File: src/rtl/vedic_pkg.sv
// Shared definitions for the iterative Vedic multiplier: controller states,
// nibble width and the nibble-counter width helper.
package vedic_pkg;

  localparam int unsigned NIBBLE_W = 4;

  typedef enum logic [1:0] {
    ST_IDLE = 2'd0,
    ST_RUN  = 2'd1,
    ST_DONE = 2'd2
  } state_t;

  // Width of a counter that indexes n nibbles; never narrower than one bit.
  function automatic int unsigned cnt_w(input int unsigned n);
    return (n > 1) ? $clog2(n) : 1;
  endfunction

endpackage

File: src/rtl/mul4x4.sv
// Vedic (Urdhva Tiryagbhyam) 4x4 unsigned multiplier built from four 2x2
// vertical-and-crosswise blocks combined with shifted additions.
module mul4x4 (
  input  logic [3:0] i_a,
  input  logic [3:0] i_b,
  output logic [7:0] o_p
);

  function automatic logic [3:0] vedic2x2(input logic [1:0] x, input logic [1:0] y);
    logic       c1;
    logic [3:0] p;
    p[0] = x[0] & y[0];
    p[1] = (x[1] & y[0]) ^ (x[0] & y[1]);
    c1   = x[1] & y[0] & x[0] & y[1];
    p[2] = (x[1] & y[1]) ^ c1;
    p[3] = x[1] & y[1] & c1;
    return p;
  endfunction

  logic [3:0] w_q0, w_q1, w_q2, w_q3;
  logic [4:0] w_mid;

  always_comb begin
    w_q0  = vedic2x2(i_a[1:0], i_b[1:0]);
    w_q1  = vedic2x2(i_a[3:2], i_b[1:0]);
    w_q2  = vedic2x2(i_a[1:0], i_b[3:2]);
    w_q3  = vedic2x2(i_a[3:2], i_b[3:2]);
    w_mid = {1'b0, w_q1} + {1'b0, w_q2};
    o_p   = {4'b0000, w_q0} + {1'b0, w_mid, 2'b00} + {w_q3, 4'b0000};
  end

endmodule

File: src/rtl/vedic_seq_mul.sv
// WIDTH x WIDTH multiplier that time-shares one mul4x4 core over all nibble
// pairs. Define VEDIC_SEQ_SIGNED_EN for two's-complement operands.
module vedic_seq_mul
  import vedic_pkg::*;
#(
  parameter int unsigned WIDTH = 16
) (
  input  logic               clk,
  input  logic               rst,
  input  logic               in_valid,
  output logic               in_ready,
  input  logic [WIDTH-1:0]   a,
  input  logic [WIDTH-1:0]   b,
  output logic               out_valid,
  input  logic               out_ready,
  output logic [2*WIDTH-1:0] result,
  output logic               busy
);

  localparam int unsigned N  = WIDTH / NIBBLE_W;
  localparam int unsigned CW = cnt_w(N);
  localparam int unsigned PW = 2 * WIDTH;
  localparam logic [CW-1:0] LAST = CW'(N - 1);

  state_t                 r_state, w_next;
  logic [WIDTH-1:0]       r_op_a, r_op_b;
  logic [PW-1:0]          r_acc, r_result;
  logic [CW-1:0]          r_i, r_j;
  logic [NIBBLE_W-1:0]    w_nib_a, w_nib_b;
  logic [2*NIBBLE_W-1:0]  w_prod;
  logic [CW:0]            w_ij;
  logic [PW-1:0]          w_addend, w_sum, w_final;
  logic [WIDTH-1:0]       w_cap_a, w_cap_b;
  logic                   w_last;

  assign w_nib_a  = r_op_a[int'(r_i) * NIBBLE_W +: NIBBLE_W];
  assign w_nib_b  = r_op_b[int'(r_j) * NIBBLE_W +: NIBBLE_W];
  assign w_ij     = {1'b0, r_i} + {1'b0, r_j};
  assign w_addend = PW'(w_prod) << (int'(w_ij) * NIBBLE_W);
  assign w_sum    = r_acc + w_addend;
  assign w_last   = (r_i == LAST) && (r_j == LAST);

  mul4x4 u_core (
    .i_a (w_nib_a),
    .i_b (w_nib_b),
    .o_p (w_prod)
  );

`ifdef VEDIC_SEQ_SIGNED_EN
  // Magnitudes are multiplied unsigned; the sign is applied once at the end.
  logic r_neg;
  assign w_cap_a = a[WIDTH-1] ? (~a + WIDTH'(1)) : a;
  assign w_cap_b = b[WIDTH-1] ? (~b + WIDTH'(1)) : b;
  assign w_final = r_neg ? (~w_sum + PW'(1)) : w_sum;

  always_ff @(posedge clk) begin
    if (rst)
      r_neg <= 1'b0;
    else if (r_state == ST_IDLE && in_valid)
      r_neg <= a[WIDTH-1] ^ b[WIDTH-1];
  end
`else
  assign w_cap_a = a;
  assign w_cap_b = b;
  assign w_final = w_sum;
`endif

  always_comb begin
    w_next = r_state;
    case (r_state)
      ST_IDLE: if (in_valid)  w_next = ST_RUN;
      ST_RUN:  if (w_last)    w_next = ST_DONE;
      ST_DONE: if (out_ready) w_next = ST_IDLE;
      default:                w_next = ST_IDLE;
    endcase
  end

  always_ff @(posedge clk) begin
    if (rst) begin
      r_state  <= ST_IDLE;
      r_op_a   <= '0;
      r_op_b   <= '0;
      r_acc    <= '0;
      r_result <= '0;
      r_i      <= '0;
      r_j      <= '0;
    end else begin
      r_state <= w_next;
      case (r_state)
        ST_IDLE: if (in_valid) begin
          r_op_a   <= w_cap_a;
          r_op_b   <= w_cap_b;
          r_acc    <= '0;
          r_result <= '0;
          r_i      <= '0;
          r_j      <= '0;
        end
        ST_RUN: begin
          r_acc <= w_sum;
          if (r_j == LAST) begin
            r_j <= '0;
            r_i <= r_i + CW'(1);
          end else begin
            r_j <= r_j + CW'(1);
          end
          // Result register only moves at the final step, including the last addend.
          if (w_last)
            r_result <= w_final;
        end
        default: ;
      endcase
    end
  end

  assign in_ready  = (r_state == ST_IDLE);
  assign out_valid = (r_state == ST_DONE);
  assign busy      = (r_state == ST_RUN) || (r_state == ST_DONE);
  assign result    = r_result;

endmodule

File: config.mk
export PLATFORM = sky130hd
export DESIGN_NAME = vedic_seq_mul
export DESIGN_NICKNAME = d
export VERILOG_FILES = /design/src/rtl/vedic_pkg.sv /design/src/rtl/mul4x4.sv /design/src/rtl/vedic_seq_mul.sv
export SDC_FILE = /design/constraint.sdc
export NUM_CORES = 1
export LEC_CHECK = 0
export ABC_AREA = 1
export CAP_MARGIN = 5
export CORE_UTILIZATION = 58
export DETAILED_ROUTE_END_ITERATION = 10
export PLACE_DENSITY = 0.93
export SLEW_MARGIN = 10
export SYNTH_ARGS = -nofsm -noshare
export SYNTH_HDL_FRONTEND = slang
export SYNTH_SLANG_ARGS = --single-unit
export TNS_END_PERCENT = 10
File: constraint.sdc
create_clock -name clk -period 6.1 [get_ports clk]
set_input_delay 0.915 -clock clk [delete_from_list [all_inputs] [get_ports clk]]
set_output_delay 0.915 -clock clk [all_outputs]
set_load 0.01 [all_outputs]
==> results.md, run 1 <==
- Half-perimeter wire length after placement: 13500 um
- Most common cell in the netlist: nand2_1
- I/O pin cnt: 71
- Syn nets: 1080
- Crit path required time: approximately 6.4 ns
- EDFF count, synth: 0
- Seq cells post-synth: ~100
- Synthesis-to-finish area growth: 15.41%
- DRT Wirelength: ~18000 um
- Max Fclk: 191.2 MHz
- Final #Nets: between 1000 and 1500
- Post-synthesis sequential area ratio: 30.90%
- Tightest Pin Transition: 0.9328 ns
- Post-route ant nets: 0
- Via/cell ratio: roughly 5.7
- Initial Util: 60.17%
- Final period utilization: 85.75%
- PwrDens: between 400 and 500 nW/um^2
- Synth cell count leaders: nand2_1 (191), nor2_1 (148), a21oi_1 (122), dfxtp_1 (102), o21ai_0 (101)
- Final setup TNS: 0 ns
- Cts hold-fix bufs: 0
- CTS Sinks: roughly 100
- Die area: ~12000 sq um
- Max-Slew Margin vs Limit: between 30 and 40%
- Clock slew at reported path FFs: around 0.080 ns
- Clock buffer depth: 2
- Leak: approximately 0.0034 uW
- Worst Path Arrival: ~5.5 ns
- Syn Inst Count: between 900 and 1000
- TritonCTS clock tree: built
- Minimum clock period: about 5.2 ns
- Outcome: completed
- Cell mode on critical path: nand2_1
- Antenna violations before repair: 0
- Final Wtd Congestion: between 1 and 1.5
- Cell taking the most area after synthesis: dfxtp_1
- Gr ovfl total: 0
- First-pass GRT wire length: approximately 29000 um
- Worst Skew: just over 0.009 ns
- H-tree lvl count: 3
- RSZ-0062 raised after global routing: no
- Number of global-route vias before repair: 6170
- Drt drc: 0
- Root cell of the clock tree: clkbuf_16
- Critical path type: flop to flop
- Synth top area share: 30.90%
- Layout cell share with drive strength beyond 1: under 10%
- Primary FF master, synth: dfxtp_1
- Latest clock arrival within the worst-skew pair: between 0.3 and 0.4 ns
- Gr usage total: between 30% and 40%
- Max Transition Viols Final: 0
- Total power: approximately 3300 uW
- Synth async-reset ratio: 0%
- Largest cells by area after synthesis: dfxtp_1 (31%), nand2_1 (11%), ha_1 (9.5%)
- Ant. Diodes: 0
- Die height: around 110 um
- Worst R2R Path Depth: 29
- Setup crit end kind: flop
- Die W: 108.7 um
- Cts bufs inserted: 9
- Mean Syn Cell Area: 6.676 sq um
- Yosys warning total: 0
- FF-to-FF End: r_acc[23]
- Row cnt: 38
- VDD IR max: 0.4092 mV
- Crit path from: r_j[0]
- Max-Cap Viols: 0
- Pre-Repair DR Iteration Count: 6
- Mapped Area: about 6600 sq um
- Final setup viols: 0
- Crit path to: r_acc[23]
- Critical Path Start Type: flop
- Core region area: ~11000 sq um
- Crit-path slowest cell: dfxtp_1
- IO Port Bufs: 70
- Hold Fails Final Rpt: 0
- Largest net degree at the start of global routing: 96
- Post-CTS Setup Bufs: 0
- Via count: between 6000 and 7000
- Post-CTS sizing: 0
- Critical path peak fanout: 12
- Cell variety after synth: 45
- Reg2reg start: r_j[0]
- Minimum setup slack among reg-to-reg paths: slightly below 0.9 ns
- DRT iter0 DRCs: between 400 and 500
- Critical Path Max Stage Delay: ~0.58 ns
- Post-DR wirelength/cell: roughly 15 um
- HP Class: flop to flop
## registers in the layout, summed over array words and instances, names as in the netlist
name,count
r_j,2
r_state,2
r_i,2
result,32
r_op_a,16
r_acc,32
r_op_b,16
## worst max-delay path, delay by kind of cell, from the launching register on
| family | cells | cell delay (ns) |
|---|---|---|
| xor+xnor | 2 | 0.36 |
| buf+inv | 3 | 0.29 |
| fa+ha+maj | 4 | 1.30 |
| compound gates | 6 | 1.06 |
| flops | 1 | 0.58 |
| simple gates | 14 | 1.54 |
## worst min-delay path by stage
stage | startpoint | endpoint | slack [ns] | cells after the start
global route | r_acc[0] | r_acc[0] | 0.49 | 2
detailed placement | r_acc[0] | r_acc[0] | 0.46 | 2
CTS | r_acc[0] | r_acc[0] | 0.47 | 2
floorplan | r_acc[0] | r_acc[0] | 0.44 | 2
finish | r_acc[0] | r_acc[0] | 0.48 | 2
global placement | r_acc[0] | r_acc[0] | 0.45 | 2
## cell type report
type                            count  area [sq um]
Clock inverter                      5         46.29
Fill cell                         960          3356
Tap cell                          140         175.2
Timing Repair Buffer               74         730.7
Sequential cell                   102          2042
Multi-Input combinational cell    774          4100
Inverter                           76         290.3
Clock buffer                       11         242.7
## power breakdown
part | internal [uW] | switching, uW | total, uW
registers | 895 | 149 | 1040
clock network | 297 | 282 | 579
logic | 615 | 1070 | 1690
## per-stage QoR
step / cells / setup slack [ns] / instance area [sq um] / hold slack (ns) / utilization (%)
finish: 1182 / 0.8695 / 7627 / 0.4803 / 69.45
global route: 1182 / 0.3337 / 7627 / 0.4855 / 69.45
detailed placement: 1166 / 0.9713 / 7338 / 0.4601 / 66.81
global placement: 1166 / 1.064 / 7338 / 0.4549 / 66.81
CTS: 1182 / 0.9450 / 7627 / 0.4713 / 69.45
floorplan: 990 / 1.715 / 6609 / 0.4440 / -
## cells by family (layout without fill, tap and decap cells)
logic type	Yosys count	count (layout)	share of synthesized area [%]
adder cells (fa/ha/maj)	54	54	10.68
AND/OR/NAND/NOR	430	430	27.26
flip-flops	102	102	30.90
XOR/XNOR	6	6	0.9089
buffers and inverters	114	166	7.062
AO/OA/AOI/OAI	284	284	23.19
## per-layer routing
metal / share of wire [%] / track usage, %
met3: 5.9 / 6.635
met5: 0 / 0
met4: 2.9 / 13.03
met2: 47 / 54.02
met1: 44 / 37.85
## cell usage in the layout (no fill, tap or decap), drive strengths merged, types with 11 or more instances in the layout
| cell type | instances |
|---|---|
| a21oi | 122 |
| ha | 50 |
| nor2 | 152 |
| dfxtp | 102 |
| nand2 | 193 |
| nor3 | 12 |
| clkdlybuf4s50 | 70 |
| nand3 | 49 |
| inv | 80 |
| clkbuf | 11 |
| o21ai | 133 |
(Power assumes the default switching activity.)
==> run 2: changes to the inputs <==
Settings changed: CORE_UTILIZATION 58 to 50, CTS_CLUSTER_DIAMETER set to 80, CTS_CLUSTER_SIZE set to 8, PLACE_DENSITY 0.93 to 0.83.
==> run 2 against run 1 <==
Net effect:
- fmax down 2.3%
- flip-flop and latch count is the same
- worst setup slack worse by 0.12 ns
- power fell by 0.50%
- critical path depth unchanged
- first-iteration DRC count is 5.8% higher
- clock power shrank 2%
- global-route usage fell by 4.0 points
- die area up 16%
- clock skew barely moved
- sequential power about the same
- critical endpoint is now result[23]
==> results.md, run 2 (synthesized netlist as in run 1, its figures left out) <==
- DRT iter0 DRCs: 474
- Cts bufs inserted: 9
- CTS Sinks: 102
- Half-perimeter wire length after placement: about 14000 um
- RSZ-0062 raised after global routing: no
- Final setup viols: 0
- HP Class: flop to flop
- Commonest non-fill, non-tap cell in the layout: nand2_1
- Synthesis-to-finish area growth: 15.88%
- Drt drc: 0
- Final period utilization: between 80% and 90%
- Filler instances: approximately 1200
- Final setup TNS: 0 ns
- Layout cell share with drive strength beyond 1: between 4 and 5%
- PwrDens: between 400 and 500 nW/um^2
- H-tree lvl count: 3
- Met2 Resource Use GR: a little under half
- Die area: 13680 sq um
- Max Fclk: 186.8 MHz
- IO Port Bufs: 70
- Die height: around 120 um
- Hold Fails Final Rpt: 0
- Via count: between 6000 and 7000
- Critical path type: flop to flop
- First-pass GRT wire length: 29190 um
- Pre-Repair DR Iteration Count: 5
- Row cnt: 41
- Max Transition Viols Final: 0
- TritonCTS clock tree: built
- Tightest Pin Transition: between 0.9 and 1 ns
- Crit-path slowest cell: dfxtp_1
- VDD IR max: 0.3758 mV
- Post-CTS Setup Bufs: 0
- Post-route ant nets: 0
- Antenna violations before repair: 0
- Final Wtd Congestion: 1.006
- Post-CTS sizing: 0
- Ant. Diodes: 0
- Critical path peak fanout: 12
- Grt met1 use: between 30% and 40%
- Initial Util: approximately 52%
- Post-DR wirelength/cell: between 10 and 15 um
- GR Util met3: under 10%
- Cell mode on critical path: nand2_1
- Latest clock arrival within the worst-skew pair: 0.36 ns
- Core region area: roughly 13000 sq um
- Number of global-route vias before repair: 6315
- DRT Wirelength: around 18000 um
- I/O pin cnt: slightly above 70
- Global route hottest layer: met2
- Critical Path Max Stage Delay: around 0.58 ns
- Gr ovfl total: 0
- Final #Nets: 1127
- Critical Path Start Type: flop
- Cts hold-fix bufs: 0
- Via/cell ratio: between 5 and 6
- Largest net degree at the start of global routing: 63
- Clock slew at reported path FFs: roughly 0.08 ns
- Core Util, Final: 59.96%
- Clock buffer depth: 2
- Die W: roughly 120 um
- Worst Skew: just over 0.009 ns
- Gr usage total: between 20% and 30%
- Max-Slew Margin vs Limit: around two fifths
- Worst Path Arrival: around 5.6 ns
- Setup crit end kind: flop
- Commonest cells after routing, fill and taps aside: nand2_1 (191), nor2_1 (148), a21oi_1 (122), dfxtp_1 (102), o21ai_0 (101)
- Max-Cap Viols: 0
- Root cell of the clock tree: clkbuf_16
- Crit path required time: between 6 and 7 ns
- Minimum clock period: between 5 and 6 ns
- Leak: roughly 0.0034 uW
- Hold WS: between 0.4 and 0.5 ns
- Outcome: completed
==> run 2: cell types whose count changed in the layout (fill, tap and decap cells not counted), sizes merged <==
cell    change
clkinv      +2
clkbuf      -1
inv         -1
==> run 2: through the flow <==
step           cells  instance area, sq um  total power, uW  setup slack, ns
6_report        1214                  7659             3294           0.7456
5_1_grt         1214                  7659             3553           0.3598
4_1_cts         1214                  7659             3290           0.8076
3_5_place_dp    1198                  7378             2719           0.8455
3_3_place_gp    1198                  7378             2678            1.004
2_1_floorplan    990                  6609             2212            1.715
==> run 2: cell type report <==
class	count	area (sq um)	area share (%)
clock buffer	10	229.0	2.990
tap	172	215.2	2.810
sequential	102	2042	26.66
timing repair buffer	74	730.7	9.541
inverter	76	290.3	3.790
multi-input combinational	774	4100	53.54
clock inverter	6	51.30	0.6698
==> run 2: critical path, delay by kind of cell (launching register included) <==
kind / cells / cell delay, ns
adder cells (fa/ha/maj): 4 / 1.33
AND/OR/NAND/NOR: 13 / 1.58
flip-flops: 1 / 0.58
XOR/XNOR: 2 / 0.43
AO/OA/AOI/OAI: 7 / 1.02
buffers and inverters: 3 / 0.29
==> run 2: metal layers <==
layer / part of all wire, % / vias to the layer above
met5: 0 / -
met4: 3.2 / 0
met3: 5.8 / 39
met2: 47 / 244
met1: 44 / 3022
li1: - / 3435
==> run 2: power breakdown <==
part           total, uW  internal (uW)  switching (uW)
combinational       1690            613            1070
clock                565            285             281
sequential          1040            895             148
==> run 2: worst paths after layout <==
path	from	to	slack, ns	depth (start not counted)
setup / recovery	r_j[0]	result[23]	0.75	29
hold / removal	r_acc[0]	r_acc[0]	0.48	2
setup reg to reg	r_j[0]	result[23]	0.75	29
hold reg to reg	r_acc[0]	r_acc[0]	0.48	2
